File: config.mk
export PLATFORM = sky130hd
export DESIGN_NAME = fpdivr4n
export DESIGN_NICKNAME = d
export VERILOG_FILES = /design/src/rtl/fpdivr4n.sv
export SDC_FILE = /design/constraint.sdc
export NUM_CORES = 1
export LEC_CHECK = 0
export ABC_CLOCK_PERIOD_IN_PS = 9520
export BUFFER_PORTS_ARGS = -buffer_cell sky130_fd_sc_hd__buf_4
export CORE_MARGIN = 2
export CORE_UTILIZATION = 55
export DETAILED_ROUTE_END_ITERATION = 6
export GPL_ROUTABILITY_DRIVEN = 0
export HOLD_SLACK_MARGIN = 0.03
export MAX_ROUTING_LAYER = met4
export PLACE_DENSITY_LB_ADDON = 0.3
export SYNTH_ARGS = -nofsm -noshare
export SYNTH_HDL_FRONTEND = slang
export SYNTH_SLANG_ARGS = --single-unit
File: constraint.sdc
create_clock -name clk -period 9.52 [get_ports clk]
set_clock_uncertainty 0.2 [all_clocks]
set_input_delay 1.428 -clock clk [delete_from_list [all_inputs] [get_ports clk]]
set_output_delay 1.428 -clock clk [all_outputs]
set_load 0.02 [all_outputs]
File: src/rtl/fpdivr4n.sv
// Iterative non-restoring divider: q = floor(a*2^WID / b), r = remainder.
// Retires BPC quotient bits per enabled clock; zero/unit operands bypass iteration.
module fpdivr4n #(
  parameter int WID = 24,
  parameter int BPC = 2
) (
  input  logic                 clk,
  input  logic                 rst_n,
  input  logic                 ce,
  input  logic                 abort,
  input  logic                 in_valid,
  output logic                 in_ready,
  input  logic [WID-1:0]       a,
  input  logic [WID-1:0]       b,
  output logic                 out_valid,
  input  logic                 out_ready,
  output logic [2*WID-1:0]     q,
  output logic [WID-1:0]       r,
  output logic                 dbz,
  output logic                 busy
);

  localparam int ITERS = 2 * WID / BPC;
  localparam int CW    = $clog2(ITERS + 1);
  localparam logic [CW-1:0] CNT_INIT = CW'(ITERS);

  localparam logic [1:0] S_IDLE = 2'd0;
  localparam logic [1:0] S_CALC = 2'd1;
  localparam logic [1:0] S_DONE = 2'd2;

  if (!((BPC == 1) || (BPC == 2) || (BPC == 4)) || ((2 * WID) % BPC != 0)) begin : g_bad_bpc
    $error("fpdivr4n: BPC must be 1, 2 or 4 and must divide 2*WID");
  end

  logic [1:0]            state_q, state_d;
  logic [CW-1:0]         cnt_q, cnt_d;
  logic [2*WID-1:0]      q_q, q_d;
  logic [WID-1:0]        r_q, r_d;
  logic                  dbz_q, dbz_d;

  logic [2*WID-1:0]      qs_q, qs_d;
  logic signed [WID:0]   pr_q, pr_d;
  logic [WID-1:0]        bl_q, bl_d;

  logic signed [WID:0]   bx;
  logic signed [WID:0]   sh_c;
  logic signed [WID:0]   rem_c;
  logic [2*WID-1:0]      qsh_c;

  // A negative final remainder is one divisor short of the true remainder.
  function automatic logic [WID-1:0] correct_rem(input logic signed [WID:0] x,
                                                 input logic signed [WID:0] d);
    logic signed [WID:0] y;
    y = x[WID] ? x + d : x;
    return WID'(y);
  endfunction

  // Iteration datapath: BPC chained add/sub steps, earliest bit ends highest.
  always_comb begin
    bx    = $signed({1'b0, bl_q});
    rem_c = pr_q;
    qsh_c = qs_q;
    sh_c  = '0;
    for (int k = 0; k < BPC; k++) begin
      sh_c  = $signed({rem_c[WID-1:0], qsh_c[2*WID-1]});
      rem_c = rem_c[WID] ? sh_c + bx : sh_c - bx;
      qsh_c = {qsh_c[2*WID-2:0], ~rem_c[WID]};
    end
  end

  always_comb begin
    state_d = state_q;
    cnt_d   = cnt_q;
    q_d     = q_q;
    r_d     = r_q;
    dbz_d   = dbz_q;
    qs_d    = qs_q;
    pr_d    = pr_q;
    bl_d    = bl_q;
    if (ce) begin
      case (state_q)
        S_IDLE: begin
          if (in_valid) begin
            bl_d = b;
            if (b == '0) begin
              q_d     = '1;
              r_d     = a;
              dbz_d   = 1'b1;
              state_d = S_DONE;
            end else if (a == '0) begin
              q_d     = '0;
              r_d     = '0;
              dbz_d   = 1'b0;
              state_d = S_DONE;
            end else if (b == WID'(1)) begin
              q_d     = {a, {WID{1'b0}}};
              r_d     = '0;
              dbz_d   = 1'b0;
              state_d = S_DONE;
            end else begin
              qs_d    = {a, {WID{1'b0}}};
              pr_d    = '0;
              cnt_d   = CNT_INIT;
              state_d = S_CALC;
            end
          end
        end
        S_CALC: begin
          if (abort) begin
            state_d = S_IDLE;
          end else begin
            qs_d  = qsh_c;
            pr_d  = rem_c;
            cnt_d = cnt_q - CW'(1);
            if (cnt_q == CW'(1)) begin
              q_d     = qsh_c;
              r_d     = correct_rem(rem_c, bx);
              dbz_d   = 1'b0;
              state_d = S_DONE;
            end
          end
        end
        S_DONE: begin
          if (abort || out_ready) state_d = S_IDLE;
        end
        default: state_d = S_IDLE;
      endcase
    end
  end

  always_ff @(posedge clk or negedge rst_n) begin
    if (!rst_n) begin
      state_q <= S_IDLE;
      cnt_q   <= '0;
      q_q     <= '0;
      r_q     <= '0;
      dbz_q   <= 1'b0;
    end else begin
      state_q <= state_d;
      cnt_q   <= cnt_d;
      q_q     <= q_d;
      r_q     <= r_d;
      dbz_q   <= dbz_d;
    end
  end

  // Working registers are always overwritten before use, so they carry no reset.
  always_ff @(posedge clk) begin
    qs_q <= qs_d;
    pr_q <= pr_d;
    bl_q <= bl_d;
  end

  assign in_ready  = (state_q == S_IDLE);
  assign out_valid = (state_q == S_DONE);
  assign busy      = (state_q == S_CALC);
  assign q         = q_q;
  assign r         = r_q;
  assign dbz       = dbz_q;

endmodule
==> impl_metrics.ini, run 1 <==
[status]
status = finished, final reports clean

[sta]
slew_violations = 0
worst_pin_slew_ns = 1.19
setup_viol = 0
finalWorstSetupSlack_ns = 0.532
rsz0062_at_grt = false
fmax_mhz = 111
min_period_ns = 8.99
hold_viol_final = 0
post-route-period-util_pct = 94.4
finalSetupTns_ns = 0
slew-limit-headroom_pct = 20.4

[logic_synthesis]
synth-xor-area-share_pct = 7.85
synth_cell_types = 75
yosys.cell_count.top_type = nand2_1
synth_nets = 1400
synth_edf_count = 97
ys_top_cells_by_area = edfxtp_1 (25%), dfrtp_1 (17%), ha_1 (8.4%)
ys_warn_count = 0
synth_seq_cells = 177
yosysSeqAreaShare_pct = 41.8
yosysTopAreaCell = edfxtp_1
yosys.area_share.adder_pct = 8.92
async_flop_share_pct = 45.2
synth_compound_area_share_pct = 16.8
synth-simple-area-share_pct = 19.6
synth.top_cell.area_share_pct = 24.8
synth_top_family_by_area = simple AND/OR/NAND/NOR gates
synth.avg_cell_area_um2 = 9.30
ys_top_cells_by_count = nand2_1 (178), nor2_1 (117), edfxtp_1 (97)
synth-main-ff-cell = edfxtp_1
synthCells = 1264
synthMuxAreaShare_pct = 2.15
synthesis.area_um2 = 11800

[layout]
nets = 1515
fin_util_pct = 65.2
regArea_um2 = 4910
multi_input_area_um2 = 6600
design_area_um2 = 13700
fill_cells = 1679
drive_above_1_share_pct = 14.8
n_antenna_cell = 0
synthToLayoutAreaGrowth_pct = 16.6

[worst_setup_path]
max_stage_delay_ns = 0.49
crit_required_ns = 9.69
arrival_ns = 9.16
worstSetupPathType = flop to flop
worst_r2r_endpoint = r[23]$_DFFE_PN0P_
startpoint_type = flop
rr_worst_depth = 35
crit-reg2reg-launch = bl_q[4]$_DFFE_PP_
rrSetupSlack_ns = 0.53
crit_fanout = 9
critPathCaptureType = flop
cpMaxStageDelayCell = edfxtp_1

[die]
chipHeight_um = 150
rows = 53
ios = 130
initial_core_util_pct = 55.9
die_w_um = 150
coreArea_um2 = 21000
die_area_um2 = 22600

[clocking]
root_buffer = clkbuf_16
numClockSinks = 177
cts.clk_slew.worst_paths_ns = 0.08
cts_tree = built
htreeDepth = 4
insertion_delay_ns = 0.45
cts_made_buffers = 17
clk_path_buf_depth = 2
cts_hold_buffers = 0

[drt]
wl_um = 32000
drtAntennaViolNets = 0
viasPerCell = 6.03
route.met3.wl_um = 2470
drt-initial-drc-count = 926
drt-met1-wl_um = 13900
drc_errors = 0
route.met2.wl_um = 14800
top_layer_used = met4
num_vias = 10000
wl_per_cell_um = 19.2
first_pass_iters = 5

[placed_design]
hpwl_um = 23400
dp_slack_ns = 0.152
place_area_um2 = 13000
port_buffers = 129

[grt]
grt_pass1_vias = 9573
grt_antenna_before_repair = 0
grt-ovfl-total = 0
grt_pass1_wl_um = 50400
grt_start_max_net_pins = 124
track_usage_pct = 29.7

[flow_run]
drv_cap = 0

[hold_path]
min_to = q[13]$_DFFE_PN0P_
hp-start = q[13]$_DFFE_PN0P_
hold_depth = 2
hold_path_class = flop to flop
==> cell usage in the layout, fill, tap and decap left out, types with 17 or more instances in the layout <==
cell       synthesis  layout
a21o_1            28      28
a21oi_1           65      64
a22oi_1           18      18
and2_1            47      47
and3_1            18      17
buf_4              1     145
clkbuf_16          0      17
dfrtp_1           80      80
edfxtp_1          97      97
ha_1              79      79
inv_1             33      32
mux2i_1           23      23
nand2_1          178     177
nor2_1           117     117
nor3_1            21      20
o21ai_0           84      82
xnor2_1           48      48
xor2_1            51      51
==> critical path, delay by kind of cell (launching register included) <==
family                   cells  cell delay, ns
XOR/XNOR                     4            0.76
adder cells (fa/ha/maj)      3            1.20
AND/OR/NAND/NOR             12            2.62
multiplexers                 1            0.37
flip-flops                   1            0.49
buffers and inverters        2            0.40
AO/OA/AOI/OAI               13            2.87
==> routing by layer <==
layer | vias up | track usage [%]
met2 | 382 | 44.6
met5 | - | -
met1 | 4819 | 41.3
met3 | 55 | 5.18
li1 | 4791 | -
met4 | 0 | 9.15
==> timing repair <==
item,CTS,global route
resized for setup,0,14
setup endpoints to repair,0,9
setup buffers,0,3
==> metrics by stage <==
step                      hold slack [ns]  instances
final                               0.283       1667
after global routing                0.317       1667
after CTS                           0.293       1664
after detailed placement            0.275       1632
after global placement              0.263       1632
after floorplan                     0.292       1264
==> how the worst max path moves through the flow <==
stage                  startpoint           endpoint  slack, ns
3_5_place_dp    bl_q[3]$_DFFE_PP_  r[21]$_DFFE_PN0P_       0.15
6_report        bl_q[4]$_DFFE_PP_  r[23]$_DFFE_PN0P_       0.53
4_1_cts         bl_q[4]$_DFFE_PP_  r[21]$_DFFE_PN0P_       0.10
5_1_grt         bl_q[4]$_DFFE_PP_  r[21]$_DFFE_PN0P_       0.06
3_3_place_gp    bl_q[4]$_DFFE_PP_  r[21]$_DFFE_PN0P_       0.43
2_1_floorplan  bl_q[10]$_DFFE_PP_  r[21]$_DFFE_PN0P_       1.20
==> registers in the layout, summed over array words and instances, names as in the netlist <==
signal   count
q           48
cnt_q        5
state_q      2
r           24
bl_q        24
qs_q        48
dbz          1
pr_q        25
==> cell families (layout without fill, tap and decap cells) <==
group | after synthesis | count (layout)
buffers and inverters | 82 | 210
flip-flops | 177 | 177
adder cells (fa/ha/maj) | 82 | 82
AO/OA/AOI/OAI | 311 | 311
XOR/XNOR | 102 | 102
AND/OR/NAND/NOR | 485 | 485
multiplexers | 25 | 25
==> area by class of cell <==
| cell class | count | area share (%) |
|---|---|---|
| inverters | 33 | 0.903 |
| clock inverters | 15 | 1.56 |
| multi-input cells | 1005 | 48.2 |
| flip-flops and latches | 177 | 35.8 |
| repair buffers | 145 | 7.94 |
| clock buffers | 17 | 3.10 |
| well taps | 275 | 2.51 |
Power of run 1 is not shown: default switching activity piles up to over one toggle a cycle in this logic, so the estimate is an artifact.
==> run 2: changes to the inputs <==
--- a/config.mk
+++ b/config.mk
@@ -11,9 +11,10 @@
 export CORE_UTILIZATION = 55
 export DETAILED_ROUTE_END_ITERATION = 6
 export GPL_ROUTABILITY_DRIVEN = 0
-export HOLD_SLACK_MARGIN = 0.03
+export HOLD_SLACK_MARGIN = 0.05
 export MAX_ROUTING_LAYER = met4
-export PLACE_DENSITY_LB_ADDON = 0.3
+export PLACE_DENSITY = 0.82
+export SLEW_MARGIN = 10
 export SYNTH_ARGS = -nofsm -noshare
 export SYNTH_HDL_FRONTEND = slang
 export SYNTH_SLANG_ARGS = --single-unit
==> impl_metrics.ini, run 2 (synthesis results as in run 1) <==
[sta]
setup_viol = 0
worst_pin_slew_ns = 1.16
timing.hold.ws_ns = 0.288
slew-limit-headroom_pct = 22.5
hold_viol_final = 0
post-route-period-util_pct = 94.4
fmax_mhz = 111
min_period_ns = 8.98
finalSetupTns_ns = 0
slew_violations = 0

[placed_design]
hpwl_um = 23300
port_buffers = 129
place_area_um2 = 13000

[flow_run]
drv_cap = 0

[worst_setup_path]
crit_top_cell = a21oi_1
crit_fanout = 7
max_stage_delay_ns = 0.68
cpMaxStageDelayCell = or4b_2
startpoint_type = flop
critPathTopFamily = simple AND/OR/NAND/NOR gates
crit_required_ns = 9.61
worstSetupPathType = flop to flop
arrival_ns = 9.07
critPathCaptureType = flop
cp_num_buf_inv = 0

[grt]
track_usage_pct = 29.9
use_met2_pct = 45.1
grt_pass1_wl_um = 51000
met1_usage_pct = 40.9
grt_use_met3_pct = 4.79
grt_pass1_vias = 9732
grt_antenna_before_repair = 0
grt-ovfl-total = 0
gr-max-usage-layer = met2
grt_start_max_net_pins = 123

[clocking]
insertion_delay_ns = 0.44
clk_path_buf_depth = 2
numClockSinks = 177
htreeDepth = 4
root_buffer = clkbuf_16
cts_tree = built
cts_made_buffers = 17
cts.clk_slew.worst_paths_ns = 0.08

[layout]
final_cell_mix = nand2_1 (177), buf_4 (142), nor2_1 (117)
nets = 1512
drive_above_1_share_pct = 14.5
synthToLayoutAreaGrowth_pct = 16.2
design_area_um2 = 13700
n_antenna_cell = 0
multi_input_area_um2 = 6590
regArea_um2 = 4910
final_common_cell = nand2_1
fill_cells = 1577

[drt]
num_vias = 10200
wl_um = 32200
drt-initial-drc-count = 1034
first_pass_iters = 7
drtAntennaViolNets = 0
wl_per_cell_um = 19.3
viasPerCell = 6.15
drc_errors = 1

[die]
chipHeight_um = 150
coreArea_um2 = 21000
die_area_um2 = 22600
ios = 130
initial_core_util_pct = 55.9
rows = 53
die_w_um = 150

[status]
status = finished with violations
violations = DRC

[hold_path]
hold_path_class = flop to flop
run 2: changes by cell type in the layout (fill, tap and decap cells not counted), moves of 2 or more:
cell / previous run / this run
clkinv_8: 3 / 5
buf_4: 145 / 142
clkinv_4: 3 / 1
inv_12: 1 / 4
bufinv_16: 2 / 0
run 2: path summary, 6_finish.rpt:
path,startpoint,end,slack [ns],depth (start not counted)
min,q[6]$_DFFE_PN0P_,q[6]$_DFFE_PN0P_,0.29,2
min in group asynchronous,rst_n,q[42]$_DFFE_PN0P_,0.95,1
max in group asynchronous,rst_n,r[14]$_DFFE_PN0P_,7.46,1
min reg2reg,q[6]$_DFFE_PN0P_,q[6]$_DFFE_PN0P_,0.29,2
max,bl_q[3]$_DFFE_PP_,r[21]$_DFFE_PN0P_,0.54,35
max reg2reg,bl_q[3]$_DFFE_PP_,r[21]$_DFFE_PN0P_,0.54,35
run 2: routing by layer:
layer | vias to the layer above | part of all wire [%]
met3 | 69 | 8.5
met1 | 4926 | 42
met5 | - | 0
li1 | 4770 | -
met2 | 461 | 45
met4 | 0 | 3.6
run 2: final cells by class:
cell class                 instances  share of cell area (%)
clock buffer                      17                    3.11
clock inverter                    15                    1.53
timing repair buffer             142                    7.80
multi-input combinational       1005                    48.2
tap                              275                    2.52
inverter                          33                   0.906
sequential                       177                    36.0
run 2: worst reg2reg max path: cells and delay by family (launching register included):
kind	cells	cell delay, ns
fa+ha+maj	3	1.06
simple gates	17	4.23
xor+xnor	3	0.63
flops	1	0.48
compound gates	12	2.20
run 2: what timing repair did:
item,4_1_cts,5_1_grt
setup endpoints to repair,0,9
gates resized for setup,0,11
hold buffers,0,0
endpoints found under the hold margin,0,0
setup buffers,0,0
run 2: per-stage QoR:
step	setup WS [ns]	utilization, %	std cells
final	0.535	65.0	1664
after CTS	0.128	64.8	1664
after floorplan	1.20	-	1264
after global placement	0.497	61.8	1632
after global routing	-0.0306	65.0	1664
after detailed placement	0.213	61.8	1632
Power of run 2 is left out for the same reason.
==> run 3: changes to the inputs <==
--- a/config.mk
+++ b/config.mk
@@ -5,6 +5,7 @@
 export SDC_FILE = /design/constraint.sdc
 export NUM_CORES = 1
 export LEC_CHECK = 0
+export ABC_AREA = 1
 export ABC_CLOCK_PERIOD_IN_PS = 9520
 export BUFFER_PORTS_ARGS = -buffer_cell sky130_fd_sc_hd__buf_4
 export CORE_MARGIN = 2
@@ -13,7 +14,7 @@
 export GPL_ROUTABILITY_DRIVEN = 0
 export HOLD_SLACK_MARGIN = 0.05
 export MAX_ROUTING_LAYER = met4
-export PLACE_DENSITY = 0.82
+export PLACE_DENSITY = 0.81
 export SLEW_MARGIN = 10
 export SYNTH_ARGS = -nofsm -noshare
 export SYNTH_HDL_FRONTEND = slang
==> impl_metrics.ini, run 3 <==
[logic_synthesis]
synth_cell_types = 50
ys_top_cells_by_count = nand2_1 (397), inv_1 (215), nor2_1 (188)
ys_warn_count = 0
synth.top_cell.area_share_pct = 23.0
synth.avg_cell_area_um2 = 7.55
synthesis.area_um2 = 12600
async_flop_share_pct = 45.2
yosysTopAreaCell = edfxtp_1
ys_top_cells_by_area = edfxtp_1 (23%), dfrtp_1 (16%), nand2_1 (12%)
synthCells = 1675
synth_nets = 1811
synth-main-ff-cell = edfxtp_1
yosysSeqAreaShare_pct = 38.9
synth_seq_cells = 177
yosys.cell_count.top_type = nand2_1
synth_edf_count = 97

[layout]
drive_above_1_share_pct = 12.1
nets = 1915
n_antenna_cell = 0
regArea_um2 = 4910
fin_util_pct = 63.8
multi_input_area_um2 = 6680
final_common_cell = nand2_1
design_area_um2 = 14400
synthToLayoutAreaGrowth_pct = 14.1
final_cell_mix = nand2_1 (397), inv_1 (214), nor2_1 (187)
stdcell_count = 2077
fill_cells = 1949

[worst_setup_path]
max_stage_delay_ns = 0.61
critPathCaptureType = flop
crit_required_ns = 9.66
timing.critical_path.from = bl_q[1]$_DFFE_PP_
crit_fanout = 37
crit_top_cell = nand2_1
arrival_ns = 8.34
crit-reg2reg-launch = bl_q[1]$_DFFE_PP_
cpMaxStageDelayCell = o21ai_0
startpoint_type = flop
worstSetupPathType = flop to flop
rrSetupSlack_ns = 1.32

[clocking]
cts_made_buffers = 17
cts_tree = built
root_buffer = clkbuf_16
htreeDepth = 4
clk_path_buf_depth = 2
numClockSinks = 177
cts.clk_slew.worst_paths_ns = 0.08
insertion_delay_ns = 0.45
post_cts_buffers = 0
cts_hold_buffers = 0
cts_resized = 0

[grt]
grt_start_max_net_pins = 121
met1_usage_pct = 38.0
grt_pass1_wl_um = 57300
track_usage_pct = 30.8
use_met2_pct = 49.9
grt-ovfl-total = 0
grt_use_met3_pct = 6.67
grt_pass1_vias = 11300
gr-max-usage-layer = met2
grt_antenna_before_repair = 0

[die]
die_w_um = 156
chipHeight_um = 156
coreArea_um2 = 22600
rows = 55
die_area_um2 = 24200
initial_core_util_pct = 55.9
ios = 130

[status]
status = finished, final reports clean

[drt]
wl_um = 35800
drt-initial-drc-count = 1428
first_pass_iters = 6
drtAntennaViolNets = 0
num_vias = 11800
viasPerCell = 5.70
wl_per_cell_um = 17.2
drc_errors = 0

[sta]
finalSetupTns_ns = 0
fmax_mhz = 122
slew-limit-headroom_pct = 24.3
worst_pin_slew_ns = 1.13
slew_violations = 0
setup_viol = 0
rsz0062_at_grt = false
hold_viol_final = 0
post-route-period-util_pct = 86.1
min_period_ns = 8.20

[hold_path]
hold_path_class = flop to flop
hp-start = cnt_q[4]$_DFFE_PN0P_

[placed_design]
port_buffers = 129
post-place-cells = 2045
place_area_um2 = 13800
hpwl_um = 26800

[flow_run]
drv_cap = 0
run 3: cell types whose count changed in the layout (fill, tap and decap cells not counted), sizes merged, moves of 20 or more:
cell,change
and2,-45
inv,+186
mux2i,-23
nand2,+232
nand3,+84
nand4,+20
nor2,+79
o21ai,+80
run 3: cell type report:
type | count | area share, %
Timing Repair Buffer | 136 | 7.07
Clock inverter | 15 | 1.46
Tap cell | 285 | 2.47
Multi-Input combinational cell | 1227 | 46.3
Clock buffer | 17 | 2.95
Sequential cell | 177 | 34.0
Inverter | 220 | 5.72
run 3: final timing paths:
path	to	depth (start not counted)
max	r[23]$_DFFE_PN0P_	41
min	cnt_q[4]$_DFFE_PN0P_	2
max reg2reg	r[23]$_DFFE_PN0P_	41
min reg2reg	cnt_q[4]$_DFFE_PN0P_	2
max in group asynchronous	q[1]$_DFFE_PN0P_	1
min in group asynchronous	q[30]$_DFFE_PN0P_	1
run 3: logic make-up after synthesis:
logic type	after synthesis	share of synthesized area, %
adder cells (fa/ha/maj)	82	8.29
flip-flops	177	38.9
buffers and inverters	271	8.54
AO/OA/AOI/OAI	285	12.0
AND/OR/NAND/NOR	782	27.0
XOR/XNOR	78	5.40
run 3: stage by stage:
step	worst slack, ns	hold slack (ns)
final	1.32	0.289
after floorplan	3.08	0.251
after global routing	0.609	0.317
after CTS	1.50	0.295
after global placement	1.88	0.267
after detailed placement	1.56	0.277
run 3: critical path: cells and delay by family (launching register included):
family | cells | cell delay, ns
AND/OR/NAND/NOR | 26 | 3.96
adder cells (fa/ha/maj) | 3 | 1.24
AO/OA/AOI/OAI | 4 | 1.07
buffers and inverters | 6 | 0.68
flip-flops | 1 | 0.51
XOR/XNOR | 2 | 0.40
run 3: layer usage:
metal	up-vias	share of wire, %
met5	-	0
met4	0	4.0
met3	118	7.7
met2	545	48
met1	5485	41
li1	5699	-
Power of run 3 is left out for the same reason.
